<file path="src/rtl/tile_switch_sequencer.sv">
// Active-tile selector for the micro-tile container: debounces the requested tile and
// walks every change through quiesce, clock-off and start-under-reset phases.
module tile_switch_sequencer #(
    parameter int NUM_TILES     = 4,
    parameter int STABLE_CYCLES = 4,
    parameter int RST_CYCLES    = 8
) (
    input  logic                 clk,
    input  logic                 rst,
    input  logic [1:0]           sel_req,
    input  logic                 ext_rst_n,
    output logic [NUM_TILES-1:0] tile_clk_en,
    output logic [NUM_TILES-1:0] tile_rst_n,
    output logic [1:0]           out_sel,
    output logic                 out_blank,
    output logic                 busy,
    output logic [7:0]           switch_cnt
);

    localparam logic [3:0] STAB_MAX = 4'(STABLE_CYCLES);
    localparam logic [7:0] CNT_LAST = 8'(RST_CYCLES - 1);

    typedef enum logic [2:0] {
        ST_IDLE,
        ST_RUN,
        ST_QUIESCE,
        ST_OFF,
        ST_START
    } state_t;

    state_t               r_state;
    logic [1:0]           r_syncA;
    logic [1:0]           r_syncB;
    logic [1:0]           r_cand;
    logic [3:0]           r_stabCnt;
    logic [1:0]           r_active;
    logic [1:0]           r_target;
    logic [7:0]           r_cnt;
    logic                 r_fromIdle;
    logic [NUM_TILES-1:0] r_clkEn;
    logic [1:0]           r_outSel;
    logic                 r_outBlank;
    logic                 r_busy;
    logic [7:0]           r_switchCnt;
    logic                 w_stable;

    function automatic logic [NUM_TILES-1:0] f_onehot(input logic [1:0] idx);
        logic [NUM_TILES-1:0] v;
        v      = '0;
        v[idx] = 1'b1;
        return v;
    endfunction

    assign w_stable = (r_stabCnt == STAB_MAX);

    // Two-flop synchronizer followed by a saturating run-length counter on the candidate.
    always_ff @(posedge clk or posedge rst) begin
        if (rst) begin
            r_syncA   <= '0;
            r_syncB   <= '0;
            r_cand    <= '0;
            r_stabCnt <= '0;
        end else begin
            r_syncA <= sel_req;
            r_syncB <= r_syncA;
            if (r_syncB != r_cand) begin
                r_cand    <= r_syncB;
                r_stabCnt <= '0;
            end else if (r_stabCnt < STAB_MAX) begin
                r_stabCnt <= r_stabCnt + 4'd1;
            end
        end
    end

    // Outputs are loaded on the transition into each phase so they line up with the state.
    always_ff @(posedge clk or posedge rst) begin
        if (rst) begin
            r_state     <= ST_IDLE;
            r_active    <= '0;
            r_target    <= '0;
            r_cnt       <= '0;
            r_fromIdle  <= 1'b0;
            r_clkEn     <= '0;
            r_outSel    <= '0;
            r_outBlank  <= 1'b1;
            r_busy      <= 1'b1;
            r_switchCnt <= '0;
        end else begin
            case (r_state)
                ST_IDLE: begin
                    if (w_stable) begin
                        r_target   <= r_cand;
                        r_cnt      <= '0;
                        r_fromIdle <= 1'b1;
                        r_clkEn    <= f_onehot(r_cand);
                        r_outSel   <= r_cand;
                        r_state    <= ST_START;
                    end
                end
                ST_RUN: begin
                    if (w_stable && (r_cand != r_active)) begin
                        r_target   <= r_cand;
                        r_cnt      <= '0;
                        r_outBlank <= 1'b1;
                        r_busy     <= 1'b1;
                        r_state    <= ST_QUIESCE;
                    end
                end
                ST_QUIESCE: begin
                    if (r_cnt == CNT_LAST) begin
                        r_clkEn <= '0;
                        r_state <= ST_OFF;
                    end else begin
                        r_cnt <= r_cnt + 8'd1;
                    end
                end
                ST_OFF: begin
                    r_active   <= r_target;
                    r_cnt      <= '0;
                    r_fromIdle <= 1'b0;
                    r_clkEn    <= f_onehot(r_target);
                    r_outSel   <= r_target;
                    r_state    <= ST_START;
                end
                ST_START: begin
                    if (r_cnt == CNT_LAST) begin
                        r_active   <= r_target;
                        r_outBlank <= 1'b0;
                        r_busy     <= 1'b0;
                        if (!r_fromIdle) begin
                            r_switchCnt <= r_switchCnt + 8'd1;
                        end
                        r_state <= ST_RUN;
                    end else begin
                        r_cnt <= r_cnt + 8'd1;
                    end
                end
                default: r_state <= ST_IDLE;
            endcase
        end
    end

    // Only the running tile sees the board reset; every other phase holds all tiles in reset.
    assign tile_rst_n  = r_busy ? '0 : (f_onehot(r_active) & {NUM_TILES{ext_rst_n}});
    assign tile_clk_en = r_clkEn;
    assign out_sel     = r_outSel;
    assign out_blank   = r_outBlank;
    assign busy        = r_busy;
    assign switch_cnt  = r_switchCnt;

endmodule

</file>
<file path="config.mk">
export PLATFORM = sky130hd
export DESIGN_NAME = tile_switch_sequencer
export DESIGN_NICKNAME = d
export VERILOG_FILES = /design/src/rtl/tile_switch_sequencer.sv
export SDC_FILE = /design/constraint.sdc
export NUM_CORES = 1
export LEC_CHECK = 0
export CORE_MARGIN = 2
export CORE_UTILIZATION = 54
export CTS_CLUSTER_DIAMETER = 120
export DETAILED_ROUTE_END_ITERATION = 8
export GPL_ROUTABILITY_DRIVEN = 0
export HOLD_SLACK_MARGIN = 0.03
export PLACE_DENSITY = 0.87
export SLEW_MARGIN = 20
export SYNTH_ARGS = -nofsm -noshare
export SYNTH_HDL_FRONTEND = slang
export SYNTH_SLANG_ARGS = --single-unit
</file>
<file path="constraint.sdc">
create_clock -name clk -period 2.7 [get_ports clk]
set_clock_uncertainty 0.15 [all_clocks]
set_input_delay 0.54 -clock clk [delete_from_list [all_inputs] [get_ports clk]]
set_output_delay 0.54 -clock clk [all_outputs]
set_load 0.02 [all_outputs]
</file>
After elaboration in Yosys (flattened, before gate mapping) --
Index checks and enable logic that the tools add are counted.
Storage, ports and cells: register bits after elaboration 41, output and inout port bits 20
Cells by class: add/sub/neg operators 3, magnitude comparators 7, equality and inequality tests 13, mux-type cells 32, bitwise operators 2, reduce and logical (&&, ||, !) cells 21
Operator list (number):
- $pmux W8 S4 | 1
- $mux W8 | 3
- $mux W4 | 5
- $add A8 B1 Y8 const B | 2
- $pmux W3 S5 | 1
- $mux W3 | 4
- $pmux W2 S2 | 3
- $pmux W4 S3 | 1
- $reduce_and A3 Y1 | 4
- $ne A2 B2 Y1 const B | 5
- $reduce_bool A2 Y1 | 5
- $lt A2 B3 Y1 const B | 3
- $eq A8 B3 Y1 const B | 1
- $reduce_and A4 Y1 | 2
- $demux W1 S2 | 3
- $eq A3 B2 Y1 const B | 2
- $ge A2 B1 Y1 const B | 3
- $mux W1 | 6
- $mux W2 | 3
- $add A4 B1 Y4 const B | 1
- $and A4 B4 Y4 | 1
- $eq A4 B3 Y1 const B | 1
- $logic_and A1 B1 Y1 | 4
- $lt A4 B3 Y1 const B | 1
- other kinds (10) | 13

Depth between registers and ports, before layout --
Gate-level depths: netlist of the first run.
depth in word-level cells 6, gate-level depth with buffers 8

Worst setup path before layout of the first run --
Ideal clock, no wire load.
kind register to register, from register r_cnt[3], to register r_switchCnt[1] (netlist: switch_cnt[1]), data arrival time 1.995 ns, data required time 2.422 ns, setup slack 0.427 ns, cell stages (with the launch flop) 6, buffers on the path 1, period minus slack after synthesis 2.273 ns, cells stage by stage dfrtp_1 > or4_1 > or3_1 > buf_6 > nor3_4 > mux2_1
On the way: cells in the longest elaborated chain, start to end 2
RTL lines:
- from (decl) | RTL line 38 | logic [7:0] r_cnt;
- from (signal assigned) | RTL line 114 | r_cnt <= r_cnt + 8'd1;
- from (signal assigned) | RTL line 135 | r_cnt <= r_cnt + 8'd1;
- $eq A8 B3 Y1 | RTL line 126 | if (r_cnt == CNT_LAST) begin
- $reduce_and A3 Y1 (no line)
- to (signal assigned) | RTL line 131 | r_switchCnt <= r_switchCnt + 8'd1;
- to (decl) | RTL line 44 | logic [7:0] r_switchCnt;
No other way between the ends. A chain may end at the register's enable or synchronous reset.

Final worst setup path of the first run --
from input ext_rst_n, to output tile_rst_n[3]
On the way: cells in the longest elaborated chain, start to end 2
RTL lines:
- from (decl) | RTL line 11 | input logic ext_rst_n,
- $and A4 B4 Y4 | RTL line 144 | assign tile_rst_n = r_busy ? '0 : (f_onehot(r_active) & {NUM_TILES{ext_rst_n}});
- $mux W4 | RTL line 144
- to (decl) | RTL line 13 | output logic [NUM_TILES-1:0] tile_rst_n,
No other way between the ends.

==> impl_metrics.json, run 1 <==
{
  "dp_slack_ns": -0.0588,
  "synth_edf_count": 0,
  "wirelength_um": 3540,
  "clock-sinks": 41,
  "multiInputGateArea_um2": 876,
  "grt_max_degree": 42,
  "setup_tns_ns": 0,
  "syn-num-nets": 212,
  "peakVddDrop_mv": 0.416,
  "setup_viol": 0,
  "fin_crit_sh": 0.967,
  "rows": 22,
  "start_util": 0.555,
  "synthToLayoutAreaGrowth_pct": 18.9,
  "clk_latency_ns": 0.29,
  "die_h_um": 64.9,
  "timing.final.ws_setup_ns": 0.0893,
  "max_freq_ghz": 0.383,
  "status": "finished clean",
  "cpMaxStageDelayCell": "clkdlybuf4s50_1",
  "initialDrtViolationCount": 98,
  "max_cap_viol_count": 0,
  "hpwlAfterDp_um": 2500,
  "seq_area_mm2": 0.00103,
  "drive_above_1_share": 0.0881,
  "cp-end-kind": "output pin",
  "yosys_register_bits": 41,
  "hold_viol": 0,
  "die_w_um": 64.9,
  "clk_path_buf_depth": 2,
  "grt_pass1_vias": 1366,
  "root_buffer": "clkbuf_8",
  "worst_pin_slew_ns": 0.481,
  "cp-start-kind": "input pin",
  "netlist_area_mm2": 0.00200,
  "synth-warning-count": 0,
  "post_cts_buffers": 0,
  "synthArstFlopShare": 1.00,
  "slew_viol_final": 0,
  "crit_top_cell": "clkdlybuf4s50_1",
  "power_density_mw_per_mm2": 589,
  "route.detailed.drc": 0,
  "grt_overflow": 0,
  "fin_nets": 235,
  "fin_cells": 275,
  "fin_hold_ws_ns": 0.201,
  "dpl.cell_count": 267,
  "synthFlopType": "dfrtp_1",
  "cts_inserted_buffers": 5,
  "yosys.area.top_type": "dfrtp_1",
  "grt_pass1_wl_um": 6130,
  "clk_pin_slew_ns": 0.07,
  "rsz0062_at_grt": "no",
  "insertedDiodeCount": 0,
  "crit_type": "in -> out",
  "layout.core_utilization": 0.660,
  "syn_inst": 203,
  "drt_pre_antenna_iters": 5,
  "hold_class": "reg -> reg",
  "io_buffers": 24,
  "vias_per_cell": 5.54,
  "ys_seq_area_frac": 0.513,
  "cts_tree": "done",
  "grtUsageTotal": 0.191,
  "core_mm2": 0.00361,
  "cp.required_ns": 2.01,
  "post_drt_wl_per_cell_um": 12.9,
  "synth.area.top_cells": "dfrtp_1 (50%), xnor2_1 (4.8%), nand2_1 (4.7%), mux2_2 (3.4%), a21oi_1 (3.3%)",
  "htreeDepth": 2,
  "ios": 25,
  "path_cells": "clkdlybuf4s50_1, nor2b_2, and3_1, clkdlybuf4s50_1",
  "max_slew_margin": 0.679,
  "antenna_left": 0,
  "finalCriticalPeriod_ns": 2.61,
  "worstPathArrival_ns": 1.92,
  "p_leak_nw": 1.05,
  "die_area_mm2": 0.00421,
  "cp_max_fo": 4,
  "fill_cells": 289,
  "avgSynthCellArea_um2": 9.86,
  "ys_types": 41,
  "vias": 1524,
  "antenna_found_initial": 0,
  "critPathMaxStageDelay_ns": 0.59,
  "synth_top_area_share": 0.500
}
-- per-layer routing --
layer,wire (um),global-route usage,up-vias
met1,1650,0.260,716
met5,0,0,-
li1,-,-,759
met2,1650,0.295,44
met3,194,0.0590,5
met4,46,0.0585,0
-- sequential cells by signal, indices dropped and copies added, names as in the netlist --
name         flops
r_cnt            8
r_target         2
tile_clk_en      4
r_stabCnt        4
r_state          3
r_syncA          2
busy             1
r_active         2
switch_cnt       8
r_syncB          2
r_fromIdle       1
out_sel          2
r_cand           2
-- critical path: cells and delay by family --
family        cells  cell delay [ns]
buf+inv           2             1.04
simple gates      2             0.34
-- Yosys cell counts, types with 3 or more instances --
cell type and instances:
a21oi_1 13, a31oi_1 6, and3_1 3, clkbuf_1 8, dfrtp_1 40, ha_1 4, inv_1 11, mux2_2 6
nand2_1 25, nand2b_1 3, nand3_1 7, nand4_1 4, nor2_1 16, o21ai_0 11, o21ai_1 3, or3_1 3
xnor2_1 11
-- placed cells by master (no fill, tap or decap), types with 2 or more instances in the layout --
cell,instances
dfrtp_1,40
nand2_1,25
clkdlybuf4s50_1,22
nor2_1,16
a21oi_1,13
inv_1,11
o21ai_0,11
xnor2_1,11
nand3_1,7
mux2_2,6
a31oi_1,6
clkbuf_8,6
nand4_1,4
ha_1,4
or3_1,3
o21ai_1,3
nand2b_1,3
and3_1,3
buf_4,3
o22ai_1,2
a41oi_1,2
o31ai_1,2
dlygate4sd2_1,2
-- cell type report --
cell class | count | share of cell area
Clock inverter | 1 | 0.0126
Timing Repair Buffer | 27 | 0.109
Clock buffer | 7 | 0.0363
Inverter | 11 | 0.0173
Tap cell | 48 | 0.0252
Sequential cell | 41 | 0.431
Multi-Input combinational cell | 140 | 0.368
-- power breakdown --
part | switching [mW] | internal [mW]
logic | 0.112 | 0.0853
clock network | 0.199 | 0.301
registers | 0.0486 | 0.657
total | 0.360 | 1.04
-- cell families after synthesis --
kind of cell,synth area share
AND/OR/NAND/NOR,0.173
AO/OA/AOI/OAI,0.141
flip-flops,0.513
buffers and inverters,0.0506
XOR/XNOR,0.0525
multiplexers,0.0444
adder cells (fa/ha/maj),0.0250
-- metrics by stage --
stage / total power [mW] / instance area (um2)
floorplan: 0.861 / 2000
global placement: 0.907 / 2260
detailed placement: 0.915 / 2260
CTS: 1.41 / 2380
global route: 1.47 / 2380
finish: 1.40 / 2380
-- path summary, 6_finish.rpt --
check	start	endpoint	slack (ns)	cells past startpoint
min in group asynchronous	rst	switch_cnt[5]	0.51	3
max in group asynchronous	rst	busy	1.53	3
min reg2reg	r_syncA[1]	r_syncB[1]	0.20	0
max	ext_rst_n	tile_rst_n[3]	0.09	4
max reg2reg	r_cnt[4]	switch_cnt[1]	0.21	4
min	r_syncA[1]	r_syncB[1]	0.20	0
-- timing repair --
| action | CTS | global route |
|---|---|---|
| hold buffers | 0 | 0 |
| resized for setup | 2 | 1 |
| pin swaps | 0 | 0 |
| endpoints found under the setup margin | 2 | 2 |
Power figures use the tool's default switching activity.
==> run 2: changes to the inputs <==
- clock period: 2.7 -> 2.9 ns (I/O delays scaled with it)
==> impl_metrics.json, run 2 (synthesis gave the netlist of run 1 again) <==
{
  "clk_latency_ns": 0.29,
  "power_switching_mw": 0.332,
  "p_comb_frac": 0.145,
  "die_area_mm2": 0.00421,
  "fin_nets": 235,
  "grtUsageTotal": 0.191,
  "rows": 22,
  "die_h_um": 64.9,
  "start_util": 0.555,
  "antenna_found_initial": 0,
  "cpMaxStageDelayCell": "clkdlybuf4s50_1",
  "max_slew_margin": 0.674,
  "cp_max_fo": 4,
  "dpl-instance-area_mm2": 0.00226,
  "clk_pin_slew_ns": 0.07,
  "layout.core_utilization": 0.658,
  "max_cap_viol_count": 0,
  "hold_class": "reg -> reg",
  "cts_inserted_buffers": 5,
  "root_buffer": "clkbuf_8",
  "route.detailed.drc": 0,
  "crit_type": "in -> out",
  "path_cells": "clkdlybuf4s50_1, nor2b_1, nand2_1, nor2_1, clkdlybuf4s50_1",
  "p_int_mw": 0.941,
  "rsz0062_at_grt": "no",
  "core_mm2": 0.00361,
  "fin_cells": 274,
  "ios": 25,
  "crit_top_cell": "clkdlybuf4s50_1",
  "post_cts_buffers": 0,
  "grt_overflow": 0,
  "status": "finished clean",
  "fill_cells": 295,
  "dpl.cell_count": 267,
  "p_clk_frac": 0.339,
  "ctsHoldBuffers": 0,
  "setup_viol": 0,
  "cts_resized": 0,
  "grt_pass1_wl_um": 6200,
  "final_cell_mix": "dfrtp_1 (40), nand2_1 (25), clkdlybuf4s50_1 (23), nor2_1 (16), a21oi_1 (13)",
  "post_drt_wl_per_cell_um": 12.8,
  "drive_above_1_share": 0.0841,
  "io_buffers": 24,
  "critPathMaxStageDelay_ns": 0.61,
  "cts_tree": "done",
  "power_density_mw_per_mm2": 537,
  "vias_per_cell": 5.58,
  "vias": 1528,
  "htreeDepth": 2,
  "clock-sinks": 41,
  "drt_pre_antenna_iters": 4,
  "grt_max_degree": 42,
  "swShare": 0.261,
  "hpwlAfterDp_um": 2460,
  "p_leak_nw": 1.05,
  "fin_area_mm2": 0.00237,
  "peakVddDrop_mv": 0.408,
  "synthToLayoutAreaGrowth_pct": 18.4,
  "finalCriticalPeriod_ns": 2.76,
  "cp.required_ns": 2.17,
  "grt_pass1_vias": 1412,
  "die_w_um": 64.9,
  "insertedDiodeCount": 0,
  "p_seq_frac": 0.516,
  "wirelength_um": 3500,
  "initialDrtViolationCount": 88,
  "fin_crit_sh": 0.953,
  "cp-start-kind": "input pin",
  "worstPathArrival_ns": 2.03,
  "slew_viol_final": 0,
  "worst_pin_slew_ns": 0.488,
  "clk_path_buf_depth": 2,
  "final_common_cell": "dfrtp_1",
  "hold_viol": 0,
  "antenna_left": 0,
  "max_freq_ghz": 0.362,
  "setup_tns_ns": 0,
  "cp-end-kind": "output pin"
}
==> run 2: changes by cell type in the layout (fill, tap and decap cells not counted) <==
| cell | change |
|---|---|
| dlygate4sd2_1 | -2 |
| clkbuf_1 | -1 |
| clkbuf_8 | -1 |
| clkdlybuf4s50_1 | +1 |
| clkinv_2 | +1 |
| dlymetal6s2s_1 | +1 |
| nor2b_1 | +1 |
| nor2b_2 | -1 |
==> run 2: path summary, 6_finish.rpt <==
path	startpoint	endpoint	slack, ns	cells past startpoint
worst max register to register	r_cnt[3]	switch_cnt[1]	0.44	4
worst min-delay path	r_syncA[0]	r_syncB[0]	0.21	0
worst min register to register	r_syncA[0]	r_syncB[0]	0.21	0
max in group asynchronous	rst	busy	1.68	3
min in group asynchronous	rst	switch_cnt[7]	0.56	3
worst max-delay path	ext_rst_n	tile_rst_n[2]	0.14	5
==> run 2: routing by layer <==
layer,track usage,vias up,wire (um)
met2,0.290,43,1590
met3,0.0625,5,213
li1,-,758,-
met4,0.0691,0,49
met1,0.257,722,1640
met5,0,-,0
==> run 2: layout make-up <==
cell class | count | area, um2 | share of cell area
clock buffers | 5 | 68.8 | 0.0290
clock inverters | 2 | 35.0 | 0.0148
inverters | 11 | 41.3 | 0.0174
multi-input cells | 140 | 873 | 0.368
flip-flops and latches | 41 | 1030 | 0.433
well taps | 48 | 60.1 | 0.0253
repair buffers | 27 | 265 | 0.112
==> run 2: metrics by stage <==
stage                     hold WS [ns]  setup slack [ns]  total power [mW]
after floorplan                  0.181             0.627             0.802
after global placement           0.183             0.122             0.845
after detailed placement         0.193            0.0828             0.852
after CTS                        0.209            0.0642              1.28
after global routing             0.220            0.0118              1.35
final                            0.206             0.137              1.27
==> run 2: power by group through the flow <==
stage / Sequential [mW] / Clock (mW) / Combinational, mW
finish: 0.657 / 0.432 / 0.184
detailed placement: 0.667 / 0 / 0.184
floorplan: 0.658 / 0 / 0.143
CTS: 0.657 / 0.440 / 0.186
global route: 0.664 / 0.473 / 0.208
global placement: 0.665 / 0 / 0.180
==> run 2: worst max-delay path: cells and delay by family <==
kind                   cells  cell delay (ns)
buffers and inverters      2             1.06
AND/OR/NAND/NOR            3             0.38
==> run 3: changes to the inputs <==
- CAP_MARGIN: unset -> 30
==> results of run 3 <==
Final layout, timing and power as in run 2 (identical DEF).
